File: src/rtl/keypad_color_bank_pkg.sv
// Shared definitions for the keypad colour bank: bank geometry, colour codes, key mapping.
// Latency: n/a (types, constants and a pure function only).
// Backpressure: n/a.
package keypad_color_bank_pkg;

  localparam int NPOS = 16;  // rectangles on screen, one per key of the 4x4 pad
  localparam int DW   = 3;   // colour-index width

  // rgb111 codes in colour-ROM order; the bank stores the index, not the code.
  typedef enum logic [2:0] {
    RGB_WHITE   = 3'b111,
    RGB_RED     = 3'b100,
    RGB_GREEN   = 3'b010,
    RGB_BLUE    = 3'b001,
    RGB_YELLOW  = 3'b110,
    RGB_CYAN    = 3'b011,
    RGB_MAGENTA = 3'b101,
    RGB_BLACK   = 3'b000
  } rgb111_e;

  // Key at (row, col) -> bank index, so the keypad layout mirrors the screen
  // layout: top-left key = 15, bottom-right key = 0.
  function automatic logic [3:0] key_idx(input logic [1:0] row, input logic [1:0] col);
    return 4'd15 - {col, row};
  endfunction

endpackage

File: src/rtl/keypad_scanner.sv
// 4x4 matrix keypad scanner with whole-frame debounce; strobes one accepted single-key press.
// Latency: press strobe one cycle after the frame end at which the matrix has been stable DEB_SCANS frames.
// Backpressure: none; the strobe is a one-cycle pulse with no ready.
//
// Ports: clk/rst (async active-low), col_n one-cold column drive, row_n active-low row sense,
//        press one-cycle accept strobe, idx bank index of the last accepted key (held).
module keypad_scanner
  import keypad_color_bank_pkg::*;
#(
  parameter int SCAN_DIV  = 50000,
  parameter int DEB_SCANS = 20
) (
  input  logic       clk,
  input  logic       rst,
  output logic [3:0] col_n,
  input  logic [3:0] row_n,
  output logic       press,
  output logic [3:0] idx
);

  localparam int DIVW = (SCAN_DIV > 1) ? $clog2(SCAN_DIV) : 1;
  localparam int STW  = $clog2(DEB_SCANS + 1);

  typedef enum logic [1:0] {COL0, COL1, COL2, COL3} col_state_e;

  col_state_e       state_q, state_d;
  logic [DIVW-1:0]  div_q;
  logic [15:0]      raw_q, prev_q, deb_q;
  logic [STW-1:0]   stable_q;
  logic             press_q;
  logic [3:0]       idx_q;

  logic             last_cnt;
  logic             frame_end;
  logic [15:0]      raw_d;
  logic [STW-1:0]   stable_d;
  logic             deb_upd;
  logic [15:0]      new_keys;
  logic             hit;
  logic [3:0]       pos;

  assign last_cnt  = (div_q == DIVW'(SCAN_DIV - 1));
  assign frame_end = last_cnt && (state_q == COL3);

  // Column FSM: column drive decoded from state, advance on the last divider count.
  always_comb begin
    state_d = state_q;
    col_n   = 4'b1111;
    case (state_q)
      COL0: begin col_n = 4'b1110; if (last_cnt) state_d = COL1; end
      COL1: begin col_n = 4'b1101; if (last_cnt) state_d = COL2; end
      COL2: begin col_n = 4'b1011; if (last_cnt) state_d = COL3; end
      COL3: begin col_n = 4'b0111; if (last_cnt) state_d = COL0; end
      default: begin col_n = 4'b1111; state_d = COL0; end
    endcase
  end

  // Frame evaluation works on the vector including the column being latched
  // this cycle, so column 3 is not a frame late.
  always_comb begin
    raw_d = raw_q;
    if (last_cnt) raw_d[4*int'(state_q) +: 4] = ~row_n;

    if (raw_d == prev_q)
      stable_d = (stable_q == STW'(DEB_SCANS)) ? stable_q : stable_q + 1'b1;
    else
      stable_d = STW'(1);

    deb_upd  = frame_end && (stable_d == STW'(DEB_SCANS)) && (raw_d != deb_q);
    new_keys = raw_d & ~deb_q;
    // Only a lone key that is new fires; any multi-key state is ghost-prone
    // and is absorbed into deb silently so partial releases stay quiet.
    hit      = deb_upd && ($countones(raw_d) == 1) && (new_keys != 16'h0000);

    pos = 4'd0;
    for (int p = 0; p < 16; p++) begin
      if (raw_d[p]) pos = 4'(p);
    end
  end

  always_ff @(posedge clk or negedge rst) begin
    if (!rst) begin
      state_q  <= COL0;
      div_q    <= '0;
      raw_q    <= '0;
      prev_q   <= '0;
      deb_q    <= '0;
      stable_q <= '0;
      press_q  <= 1'b0;
      idx_q    <= 4'd0;
    end else begin
      state_q <= state_d;
      div_q   <= last_cnt ? '0 : div_q + 1'b1;
      press_q <= hit;
      if (last_cnt) raw_q <= raw_d;
      if (frame_end) begin
        prev_q   <= raw_d;
        stable_q <= stable_d;
      end
      if (deb_upd) deb_q <= raw_d;
      if (hit) idx_q <= key_idx(pos[1:0], pos[3:2]);
    end
  end

  assign press = press_q;
  assign idx   = idx_q;

endmodule

File: src/rtl/keypad_color_bank.sv
// Keypad-driven 16 x 3-bit colour-index bank feeding the VGA rectangle renderer.
// Latency: bank entry increments on the edge ending the key_valid cycle; read is combinational.
// Backpressure: none; presses are never dropped or stalled.
//
// Ports: clk/rst (async active-low), col_n/row_n keypad matrix, posicion/dirColor renderer
//        read port, key_valid one-cycle press pulse, key_code index of the last press (held).
module keypad_color_bank
  import keypad_color_bank_pkg::*;
#(
  parameter int SCAN_DIV  = 50000,
  parameter int DEB_SCANS = 20
) (
  input  logic          clk,
  input  logic          rst,
  output logic [3:0]    col_n,
  input  logic [3:0]    row_n,
  input  logic [3:0]    posicion,
  output logic [DW-1:0] dirColor,
  output logic          key_valid,
  output logic [3:0]    key_code
);

  logic          press;
  logic [3:0]    idx;
  logic [DW-1:0] bank_q [NPOS];

  keypad_scanner #(
    .SCAN_DIV  (SCAN_DIV),
    .DEB_SCANS (DEB_SCANS)
  ) u_scanner (
    .clk   (clk),
    .rst   (rst),
    .col_n (col_n),
    .row_n (row_n),
    .press (press),
    .idx   (idx)
  );

  // Colour index wraps 7 -> 0 naturally at DW bits.
  always_ff @(posedge clk or negedge rst) begin
    if (!rst) begin
      for (int i = 0; i < NPOS; i++) bank_q[i] <= '0;
    end else if (press) begin
      bank_q[idx] <= bank_q[idx] + 1'b1;
    end
  end

  assign key_valid = press;
  assign key_code  = idx;
  assign dirColor  = bank_q[posicion];

endmodule

File: config.mk
export PLATFORM = sky130hd
export DESIGN_NAME = keypad_color_bank
export DESIGN_NICKNAME = d
export VERILOG_FILES = /design/src/rtl/keypad_color_bank_pkg.sv /design/src/rtl/keypad_scanner.sv /design/src/rtl/keypad_color_bank.sv
export SDC_FILE = /design/constraint.sdc
export NUM_CORES = 1
export LEC_CHECK = 0
export CORE_ASPECT_RATIO = 0.5
export CORE_MARGIN = 8
export CORE_UTILIZATION = 40
export CTS_CLUSTER_DIAMETER = 40
export DETAILED_ROUTE_END_ITERATION = 8
export SYNTH_ARGS = -nofsm -noshare
export SYNTH_HDL_FRONTEND = slang
export SYNTH_SLANG_ARGS = --single-unit
File: constraint.sdc
create_clock -name clk -period 6.3 [get_ports clk]
set_input_delay 1.26 -clock clk [delete_from_list [all_inputs] [get_ports clk]]
set_output_delay 1.26 -clock clk [all_outputs]
set_load 0.03 [all_outputs]
==> qor.yml <==
run_status:
  status: "completed"
timing:
  fin_crit_ns: 6.198
  clock.fmax_mhz: 161.3
  holdWs_ns: 0.4733
  rsz0062_at_grt: "yes"
  skew_ns: 0.007877
  drv_slew: 0
  finalSetupViolations: 0
  tightest_slew_ns: 1.064
  fin_crit_sh_pct: 98.38
  hold_viol: 0
  slew_headroom_pct: 28.81
  fin_tns_setup_ns: 0
place:
  io_buffers: 21
  dp.cells: 1004
  hpwl_mm: 13.39
  gp_congestion: 0.9112
  place_area_sq_um: 8404
worst_setup_path:
  criticalPathCategory: "reg2reg"
  rr_endpoint: "u_scanner.idx[3]$_DFFE_PN0P_"
  crit_buf_inv: 2
  cpPeakStageDelay_ns: 0.60
  cp_top_family: "adder cells"
  worstPathRequired_ns: 6.63
  crit_top_cell: "fa_1"
  rrSetupSlack_ns: 0.10
  cp_cell_sequence: "or4b_4, or4_4, or4_4, o21ai_4, ha_4, inv_2, fa_1, fa_1, fa_1, inv_1, fa_1, ha_2, fa_1, nor4b_2, nand3_1, or3_4, nor3_4, mux2i_1"
  cp_slowest_cell: "or4_4"
  r2r-start: "u_scanner.div_q[5]$_DFF_PN0_"
  critPathLaunchType: "flip-flop"
  cp_max_fo: 4
  worstPathArrival_ns: 6.53
  reg2reg_depth: 18
  cp-end-kind: "flip-flop"
cells_and_area:
  nFillCells: 1672
  regArea_sq_um: 3103
  multiInputGateArea_sq_um: 4035
  final_cells: 1037
  num_antenna_cells: 0
  final_area_sq_um: 9087
  areaGrowthSynthToFinish_pct: 22.42
  nets: 848
  layout-drive-gt1-share_pct: 25.22
min_path:
  whs_path_depth: 1
  hold_path_class: "reg2reg"
  hp-start: "u_scanner.div_q[0]$_DFF_PN0_"
  holdPathEnd: "u_scanner.div_q[0]$_DFF_PN0_"
logic_synthesis:
  synth.area.top_cells: "dfrtp_1 (42%), mux4_2 (8.8%), ha_1 (7.2%)"
  synth_area_sq_um: 7423
  synthArstFlopShare_pct: 100.0
  synth-seq-cells: 124
  synth_edf_count: 0
  ys.flop_type: "dfrtp_1"
  ys.warnings.count: 0
  syn_nets: 763
  ys_seq_area_share_pct: 41.80
  yosys.cell_count.top_type: "dfrtp_1"
  yosysTopAreaCell: "dfrtp_1"
  synth.distinct_cells: 58
  synth_top_area_share_pct: 41.80
  syn_inst: 699
  avgSynthCellArea_sq_um: 10.62
  ys_top_cells_by_count: "dfrtp_1 (124), inv_1 (76), nor2_1 (60)"
flow_run:
  maxCapViolations: 0
clocking:
  clock-root-buffer: "clkbuf_16"
  clock_latency_ns: 0.42
  cts_tree: "built"
  cts_hold_buf: 0
  cts_inserted_buffers: 17
  cts_max_level: 4
  cts.sinks: 124
  clk_pin_slew_worst_paths_ns: 0.06
  clockBufferDepth: 2
grt:
  gr-total-overflow: 0
  antenna_found_initial: 0
  grtUsageMet1_pct: 21.75
  grt_use_total_pct: 16.17
  grt_max_degree: 70
  grt_pass1_vias: 5684
  met3_usage_pct: 3.978
  use_met2_pct: 25.27
  grt_pass1_wl_mm: 30.02
  global_route.peak_usage_layer: "met2"
pwr:
  finalPower_uw: 1909
  p_comb_share_pct: 3.9
  ir_drop_mv: 0.1534
  p_seq_share_pct: 41.9
  power_density_nw_per_um2: 210.1
  sw_frac_of_total_pct: 22.04
  p_clk_share_pct: 54.2
  leakage_uw: 0.004298
  power.net_switching_uw: 420.8
  intPower_uw: 1488
die:
  die_y_microns: 112.3
  std_cell_rows: 35
  dieArea_sq_um: 23440
  io_pins: 22
  start_util_pct: 40.55
  die_width_microns: 208.7
  core_sq_um: 18310
routing:
  vias: 5474
  ant_nets: 0
  drcViolationCount: 0
  wl_per_cell_microns: 17.35
  drt_pass1_iterations: 5
  viasPerCell: 5.279
  drtIter0Drc: 399
  routed_wl_mm: 17.99
-- power by group through the flow --
stage / logic (uW) / registers, uW / clock network, uW
after global routing: 84.3 / 799 / 1100
final: 74.3 / 799 / 1040
after detailed placement: 75.3 / 814 / 0
after global placement: 73.9 / 814 / 0
after CTS: 75.9 / 799 / 1060
after floorplan: 35.1 / 814 / 0
-- layout make-up --
type	instances	share of cell area, %
multi-input combinational	472	44.40
inverter	79	3.263
tap	240	3.304
timing repair buffer	90	8.027
clock buffer	17	4.681
sequential	124	34.15
clock inverter	15	2.175
-- registers in the layout, indices dropped and copies added (netlist names), 2 cells and up --
signal,count
u_scanner.state_q,2
u_scanner.deb_q,16
u_scanner.idx,4
u_scanner.raw_q,16
u_scanner.stable_q,5
bank_q,48
u_scanner.prev_q,16
u_scanner.div_q,16
-- stage by stage --
step / setup WS, ns / util, %
after floorplan: -0.009015 / -
after global placement: -0.1743 / 45.91
after detailed placement: -0.2319 / 45.91
after CTS: 0.002082 / 49.43
after global routing: -0.1166 / 49.64
final: 0.1019 / 49.64
-- cells by family after synthesis --
kind of cell,count (synthesis),synth area share [%]
buffers and inverters,103,5.276
multiplexers,82,16.67
flip-flops,124,41.80
AO/OA/AOI/OAI,110,8.663
adder cells (fa/ha/maj),54,10.21
AND/OR/NAND/NOR,201,14.43
XOR/XNOR,25,2.950
-- how the worst max path moves through the flow --
stage	from	to	slack [ns]	depth (start not counted)
2_1_floorplan	u_scanner.div_q[12]$_DFF_PN0_	u_scanner.idx[3]$_DFFE_PN0P_	-0.009	20
3_3_place_gp	row_n[1]	u_scanner.idx[3]$_DFFE_PN0P_	-0.17	18
3_5_place_dp	row_n[1]	u_scanner.idx[3]$_DFFE_PN0P_	-0.23	18
4_1_cts	u_scanner.div_q[4]$_DFF_PN0_	u_scanner.idx[3]$_DFFE_PN0P_	0.002	20
5_1_grt	u_scanner.div_q[5]$_DFF_PN0_	u_scanner.idx[2]$_DFFE_PN0P_	-0.12	21
6_report	u_scanner.div_q[5]$_DFF_PN0_	u_scanner.idx[3]$_DFFE_PN0P_	0.10	18
-- placed cells by master, fill, tap and decap left out, drive strengths merged, types with 10 or more instances in the layout --
| master | Yosys | routed |
|---|---|---|
| buf | 8 | 70 |
| clkdlybuf4s50 | 0 | 20 |
| ha | 43 | 43 |
| mux2 | 43 | 43 |
| nor2 | 60 | 60 |
| clkbuf | 16 | 17 |
| inv | 78 | 79 |
| o21ai | 43 | 43 |
| fa | 11 | 11 |
| nand3 | 24 | 24 |
| nand4 | 15 | 15 |
| xnor2 | 13 | 13 |
| xor2 | 12 | 12 |
| mux4 | 29 | 29 |
| nor4 | 16 | 16 |
| mux2i | 10 | 10 |
| dfrtp | 124 | 124 |
| a21oi | 34 | 34 |
| nand2 | 45 | 45 |
-- timing repair --
item / CTS / global route
buffers inserted: 0 / 1
setup endpoints to repair: 3 / 2
pin swaps: 2 / 1
gates resized for setup: 4 / 5
-- metal layers --
layer / vias to the layer above / share of wire (%)
met4: 0 / 1.9
met5: - / 0
met1: 2693 / 48
met3: 28 / 4.4
met2: 111 / 45
li1: 2642 / -
Power figures use the tool's default switching activity.
